[config.mk]
export PLATFORM = sky130hd
export DESIGN_NAME = pkfb_packetizer
export DESIGN_NICKNAME = d
export VERILOG_FILES = /design/src/rtl/pkfb_packetizer.sv
export SDC_FILE = /design/constraint.sdc
export NUM_CORES = 1
export LEC_CHECK = 0
export CORE_ASPECT_RATIO = 0.7
export CORE_MARGIN = 4
export CORE_UTILIZATION = 38
export DETAILED_ROUTE_END_ITERATION = 8
export GPL_TIMING_DRIVEN = 0
export PLACE_DENSITY_LB_ADDON = 0.12
export SYNTH_ARGS = -nofsm -noshare
export SYNTH_HDL_FRONTEND = slang
export SYNTH_SLANG_ARGS = --single-unit
[constraint.sdc]
create_clock -name Sys_PKfb_Clk -period 4.8 [get_ports Sys_PKfb_Clk]
set_input_delay 0.96 -clock Sys_PKfb_Clk [delete_from_list [all_inputs] [get_ports Sys_PKfb_Clk]]
set_output_delay 0.96 -clock Sys_PKfb_Clk [all_outputs]
set_load 0.01 [all_outputs]
[src/rtl/pkfb_packetizer.sv]
// pkfb_packetizer
// Fabric-side producer for the hard-block packet FIFO interface. Sensor words
// arrive on a valid/ready stream, are buffered in a small local FIFO and are
// emitted as fixed-length packets: SOF marks the first word, EOF the last.
// The hard-block overflow indication is tracked as a sticky flag plus a
// saturating cycle count, and completed packets are counted for firmware.
//
// Ports
//   Sys_PKfb_Clk     sole clock
//   Sys_PKfb_Rst     synchronous active-high reset
//   en               allows a new packet to start (sampled in IDLE only)
//   fifo_sel         destination FIFO index, latched at packet start
//   src_data/valid   input word stream; src_ready = local FIFO not full
//   FB_PKfbData      registered output word (holds when no push)
//   FB_PKfbPush      registered one-hot push strobe, one cycle per word
//   FB_PKfbSOF/EOF   registered first/last word markers
//   FB_PKfbOverflow  overflow indication from the hard block
//   ovf_clr          clears ovf_sticky and ovf_cnt (overflow wins if both)
//   ovf_sticky       sticky overflow flag
//   ovf_cnt          saturating count of overflow cycles
//   pkt_cnt          completed packets, wraps
//   busy             a packet is in progress (state SEND)
module pkfb_packetizer #(
   parameter int DEPTH     = 8,
   parameter int PKT_WORDS = 16
) (
   input  logic        Sys_PKfb_Clk,
   input  logic        Sys_PKfb_Rst,
   input  logic        en,
   input  logic [1:0]  fifo_sel,
   input  logic [31:0] src_data,
   input  logic        src_valid,
   output logic        src_ready,
   output logic [31:0] FB_PKfbData,
   output logic [3:0]  FB_PKfbPush,
   output logic        FB_PKfbSOF,
   output logic        FB_PKfbEOF,
   input  logic        FB_PKfbOverflow,
   input  logic        ovf_clr,
   output logic        ovf_sticky,
   output logic [7:0]  ovf_cnt,
   output logic [15:0] pkt_cnt,
   output logic        busy
);

   localparam int PW = (DEPTH > 1) ? $clog2(DEPTH) : 1;
   localparam int CW = $clog2(DEPTH) + 1;
   localparam logic [CW-1:0] FULL_CNT = CW'(DEPTH);
   localparam logic [16:0]   PKT_LAST = 17'(PKT_WORDS);

   typedef enum logic [0:0] {
      S_IDLE = 1'b0,
      S_SEND = 1'b1
   } state_t;

   logic [31:0]   mem_q [DEPTH];
   logic [PW-1:0] wr_ptr_q;
   logic [PW-1:0] rd_ptr_q;
   logic [CW-1:0] count_q;
   logic [CW-1:0] count_d;
   state_t        state_q;
   logic [1:0]    sel_q;
   logic [1:0]    sel_d;
   logic [15:0]   word_cnt_q;
   logic [31:0]   data_q;
   logic [3:0]    push_q;
   logic          sof_q;
   logic          eof_q;
   logic          ovf_sticky_q;
   logic [7:0]    ovf_cnt_q;
   logic [15:0]   pkt_cnt_q;

   logic empty_s;
   logic full_s;
   logic wr_s;
   logic pop_s;
   logic last_s;

   // FIFO status, pop decision and next occupancy
   always_comb begin
      empty_s = (count_q == '0);
      full_s  = (count_q == FULL_CNT);
      // A write needs a free slot at the start of the cycle; a same-cycle
      // pop does not make room for it.
      wr_s    = src_valid & ~full_s;
      // IDLE needs en to open a packet; SEND drains whenever data exists.
      if (state_q == S_SEND) begin
         pop_s = ~empty_s;
         sel_d = sel_q;
      end else begin
         pop_s = ~empty_s & en;
         sel_d = fifo_sel;
      end
      // word_cnt_q counts words already emitted in this packet, so the word
      // being popped now is number word_cnt_q+1.
      last_s  = (({1'b0, word_cnt_q} + 17'd1) == PKT_LAST);
      count_d = count_q + CW'(wr_s) - CW'(pop_s);
   end

   // FIFO storage; contents need no reset because occupancy gates reads
   always_ff @(posedge Sys_PKfb_Clk) begin
      if (wr_s) begin
         mem_q[wr_ptr_q] <= src_data;
      end
   end

   // Packet FSM, FIFO pointers, registered outputs and status counters
   always_ff @(posedge Sys_PKfb_Clk) begin
      if (Sys_PKfb_Rst) begin
         wr_ptr_q     <= '0;
         rd_ptr_q     <= '0;
         count_q      <= '0;
         state_q      <= S_IDLE;
         sel_q        <= 2'd0;
         word_cnt_q   <= 16'd0;
         data_q       <= 32'd0;
         push_q       <= 4'd0;
         sof_q        <= 1'b0;
         eof_q        <= 1'b0;
         ovf_sticky_q <= 1'b0;
         ovf_cnt_q    <= 8'd0;
         pkt_cnt_q    <= 16'd0;
      end else begin
         count_q <= count_d;
         if (wr_s) begin
            wr_ptr_q <= wr_ptr_q + PW'(1);
         end
         push_q <= 4'd0;
         sof_q  <= 1'b0;
         eof_q  <= 1'b0;
         if (pop_s) begin
            rd_ptr_q <= rd_ptr_q + PW'(1);
            data_q   <= mem_q[rd_ptr_q];
            push_q   <= 4'b0001 << sel_d;
            sel_q    <= sel_d;
            sof_q    <= (state_q == S_IDLE);
            eof_q    <= last_s;
            if (last_s) begin
               pkt_cnt_q  <= pkt_cnt_q + 16'd1;
               word_cnt_q <= 16'd0;
               state_q    <= S_IDLE;
            end else begin
               word_cnt_q <= word_cnt_q + 16'd1;
               state_q    <= S_SEND;
            end
         end
         // Overflow beats clear: a clear in an overflow cycle restarts at 1.
         if (FB_PKfbOverflow) begin
            ovf_sticky_q <= 1'b1;
            if (ovf_clr) begin
               ovf_cnt_q <= 8'd1;
            end else if (ovf_cnt_q != 8'hFF) begin
               ovf_cnt_q <= ovf_cnt_q + 8'd1;
            end
         end else if (ovf_clr) begin
            ovf_sticky_q <= 1'b0;
            ovf_cnt_q    <= 8'd0;
         end
      end
   end

   assign src_ready   = ~full_s;
   assign FB_PKfbData = data_q;
   assign FB_PKfbPush = push_q;
   assign FB_PKfbSOF  = sof_q;
   assign FB_PKfbEOF  = eof_q;
   assign ovf_sticky  = ovf_sticky_q;
   assign ovf_cnt     = ovf_cnt_q;
   assign pkt_cnt     = pkt_cnt_q;
   assign busy        = (state_q == S_SEND);

endmodule

==> impl_metrics.json <==
{
  "status": "finished clean",
  "layout-drive-gt1-share_pct": 15.6,
  "ys.flop_type": "edfxtp_1",
  "clk_latency_ns": 0.53,
  "synth_cell_types": 44,
  "crit_path_max_incr_delay_ns": 0.67,
  "start_util_pct": 38.8,
  "dieArea_sq_um": 38800,
  "hold_viol": 0,
  "syn_inst": 826,
  "gp_congestion": 0.732,
  "grt_max_degree": 25,
  "p_leak_nw": 5.21,
  "ant_nets": 0,
  "r2r-start": "count_q[2]",
  "final_util_pct": 47.8,
  "htreeDepth": 2,
  "whs_endpoint": "sel_q[1]",
  "synth_xor_area_share_pct": 2.52,
  "fmax_mhz": 246,
  "synth-edff-count": 256,
  "dr_total_vias": 7541,
  "cp.buffers_inverters": 5,
  "r2r_end": "count_q[3]",
  "critPathKind": "primary input to flop",
  "dp_slack_ns": 0.231,
  "syn_to_final_growth_pct": 23.3,
  "synth-compound-area-share_pct": 3.51,
  "synth_top_family_by_area": "multiplexers",
  "cts-root-buf": "clkbuf_16",
  "critical_path.slowest_cell": "clkbuf_1",
  "wl_mm": 31.2,
  "syn_area_sq_um": 13600,
  "cts_tree": "done",
  "worstSetupStartpointType": "primary input",
  "final.setup_skew_ns": 0.0110,
  "hp-class": "flop to flop",
  "powerDensity_nw_per_um2": 507,
  "drv_slew": 0,
  "hpwl_mm": 20.6,
  "grt-ovfl-total": 0,
  "diodes": 0,
  "finalWorstSetupSlack_ns": 0.739,
  "path_max_fanout": 10,
  "cts.sinks": 348,
  "postCtsSetupRepairBufs": 0,
  "rsz0062_at_grt": "false",
  "fp.dieW_um": 234,
  "reg2reg_depth": 14,
  "async_flop_share_pct": 0,
  "vdd_drop_max_mv": 0.282,
  "muxShareOfSynthArea_pct": 13.4,
  "crit_chain": "clkdlybuf4s50_1 > o21ai_1 > inv_1 > clkbuf_1 > clkbuf_1 > ha_1 > inv_1 > ha_1 > a21o_1 > a21oi_1 > xnor2_1 > nor2_1",
  "syn_nets": 878,
  "dp.cells": 1416,
  "grt_usage_pct": 16.4,
  "maxCapViolations": 0,
  "setup_viol": 0,
  "layout_common_cells": "edfxtp_1, clkdlybuf4s50_1, dfxtp_1, nor2_1, mux4_2",
  "nets": 1035,
  "tightest_slew_ns": 1.05,
  "fillers": 3055,
  "worstPathRequired_ns": 5.19,
  "holdBufCountCts": 0,
  "cp-end-kind": "flop",
  "dr.pass1.iters": 4,
  "yosysSeqAreaShare_pct": 70.3,
  "drcViolationCount": 0,
  "grt_first_pass_wirelength_mm": 48.4,
  "relSlewSlack_pct": 30.3,
  "io_pins": 105,
  "synthSimpleGateAreaFrac_pct": 7.41,
  "antenna_found_initial": 0,
  "wire_per_inst_um": 21.0,
  "worst_ep_arrival_time_ns": 4.45,
  "period_share_pct": 84.6,
  "ys_ff_latch": 348,
  "synth_fa_ha_area_share_pct": 1.16,
  "clkSlewWorstSetupHoldPaths_ns": 0.06,
  "cts.repair.resized": 0,
  "die_height_um": 166,
  "hold_path_depth": 2,
  "crit_family": "buffers and inverters",
  "hp-start": "sel_q[1]",
  "yosysWarnings": 0,
  "drtIter0Drc": 597,
  "instances_no_fill": 1484,
  "layout_commonest_cell": "edfxtp_1",
  "port_buffers": 104,
  "core-area_sq_um": 34900,
  "reg2reg_slack_ns": 0.83,
  "avgSynthCellArea_sq_um": 16.4,
  "grt_pass1_vias": 7607,
  "clock_path_buffers": 3,
  "holdWs_ns": 0.484,
  "fin_crit_ns": 4.06,
  "cts_buffers": 37,
  "std_cell_rows": 57,
  "viasPerCell": 5.08
}
## sequential cells by signal, indices dropped and copies added, names as in the netlist
name	cells
count_q	4
mem_q	256
wr_ptr_q	3
sel_q	2
ovf_sticky	1
pkt_cnt	16
word_cnt_q	16
FB_PKfbSOF	1
FB_PKfbPush	4
FB_PKfbEOF	1
busy	1
FB_PKfbData	32
ovf_cnt	8
rd_ptr_q	3
## worst max-delay path by stage
| stage | from | endpoint | slack [ns] | cells past startpoint |
|---|---|---|---|---|
| floorplan | src_valid | mem_q[0][0] | 0.77 | 3 |
| global placement | src_valid | mem_q[0][23] | -2.69 | 4 |
| detailed placement | en | count_q[3] | 0.23 | 12 |
| CTS | en | count_q[3] | 0.79 | 12 |
| global route | en | count_q[3] | 0.61 | 12 |
| finish | en | count_q[3] | 0.74 | 12 |
## where the power goes
group | switching (mW) | internal [mW] | leakage (nW) | total [mW]
sequential | 0.129 | 3.49 | 3.07 | 3.62
combinational | 1.03 | 0.925 | 1.54 | 1.95
clock | 1.16 | 1.73 | 0.597 | 2.89
total | 2.31 | 6.15 | 5.21 | 8.47
## stage by stage
stage	instance area [sq um]	power, mW	setup TNS (ns)
2_1_floorplan	13600	4.86	0
3_3_place_gp	15200	5.63	-224.47
3_5_place_dp	15500	5.68	0
4_1_cts	16700	8.60	0
5_1_grt	16700	8.91	0
6_report	16700	8.47	0
## Yosys cell counts (all sizes together), types with 2 or more instances
cell,number,area (sq um)
dfxtp,92,1840
nand3,19,100
nor3,14,70.1
nand2,27,101
xor2,14,123
and3,5,31.3
buf,10,46.3
inv,16,60.1
or4,2,18.8
or2,2,12.5
o21ai,9,45.0
nand2b,5,31.3
mux4,64,1440
nand4,8,65.1
a21oi,15,75.1
mux2i,37,370
or3b,2,17.5
xnor2,25,219
nor4,16,153
clkbuf,34,128
nor2,91,342
ha,11,138
a211oi,33,248
edfxtp,256,7690
or3,6,37.5
a21o,3,22.5
## worst reg2reg max path, stage by stage (launching register included)
cell,delay [ns]
dfxtp_1,0.31
inv_1,0.07
ha_1,0.18
or3b_2,0.24
o21ai_1,0.30
inv_1,0.23
clkbuf_1,0.61
clkbuf_1,0.68
ha_1,0.35
inv_1,0.06
ha_1,0.26
a21o_1,0.18
a21oi_1,0.18
xnor2_1,0.14
nor2_1,0.05
## final cells by class
cell class | count | area (sq um) | area share, %
buffer | 44 | 174 | 1.04
clock buffer | 56 | 1090 | 6.52
clock inverter | 12 | 141 | 0.846
inverter | 16 | 60.1 | 0.359
multi-input combinational | 418 | 3850 | 23.0
sequential | 348 | 9530 | 57.0
tap | 472 | 591 | 3.53
timing repair buffer | 118 | 1280 | 7.65
## cells by family after synthesis
logic type               Yosys count
multiplexers                     101
adder cells (fa/ha/maj)           12
buffers and inverters             60
XOR/XNOR                          39
AND/OR/NAND/NOR                  200
AO/OA/AOI/OAI                     66
flip-flops                       348
## routing by layer
metal / up-vias / wire (um) / track usage [%]
li1: 3513 / - / -
met1: 3842 / 15500 / 25.6
met2: 145 / 13700 / 23.8
met3: 41 / 1420 / 3.02
met4: 0 / 524 / 3.74
met5: - / 0 / 0
No activity file was read; power rests on OpenSTA's default activity.
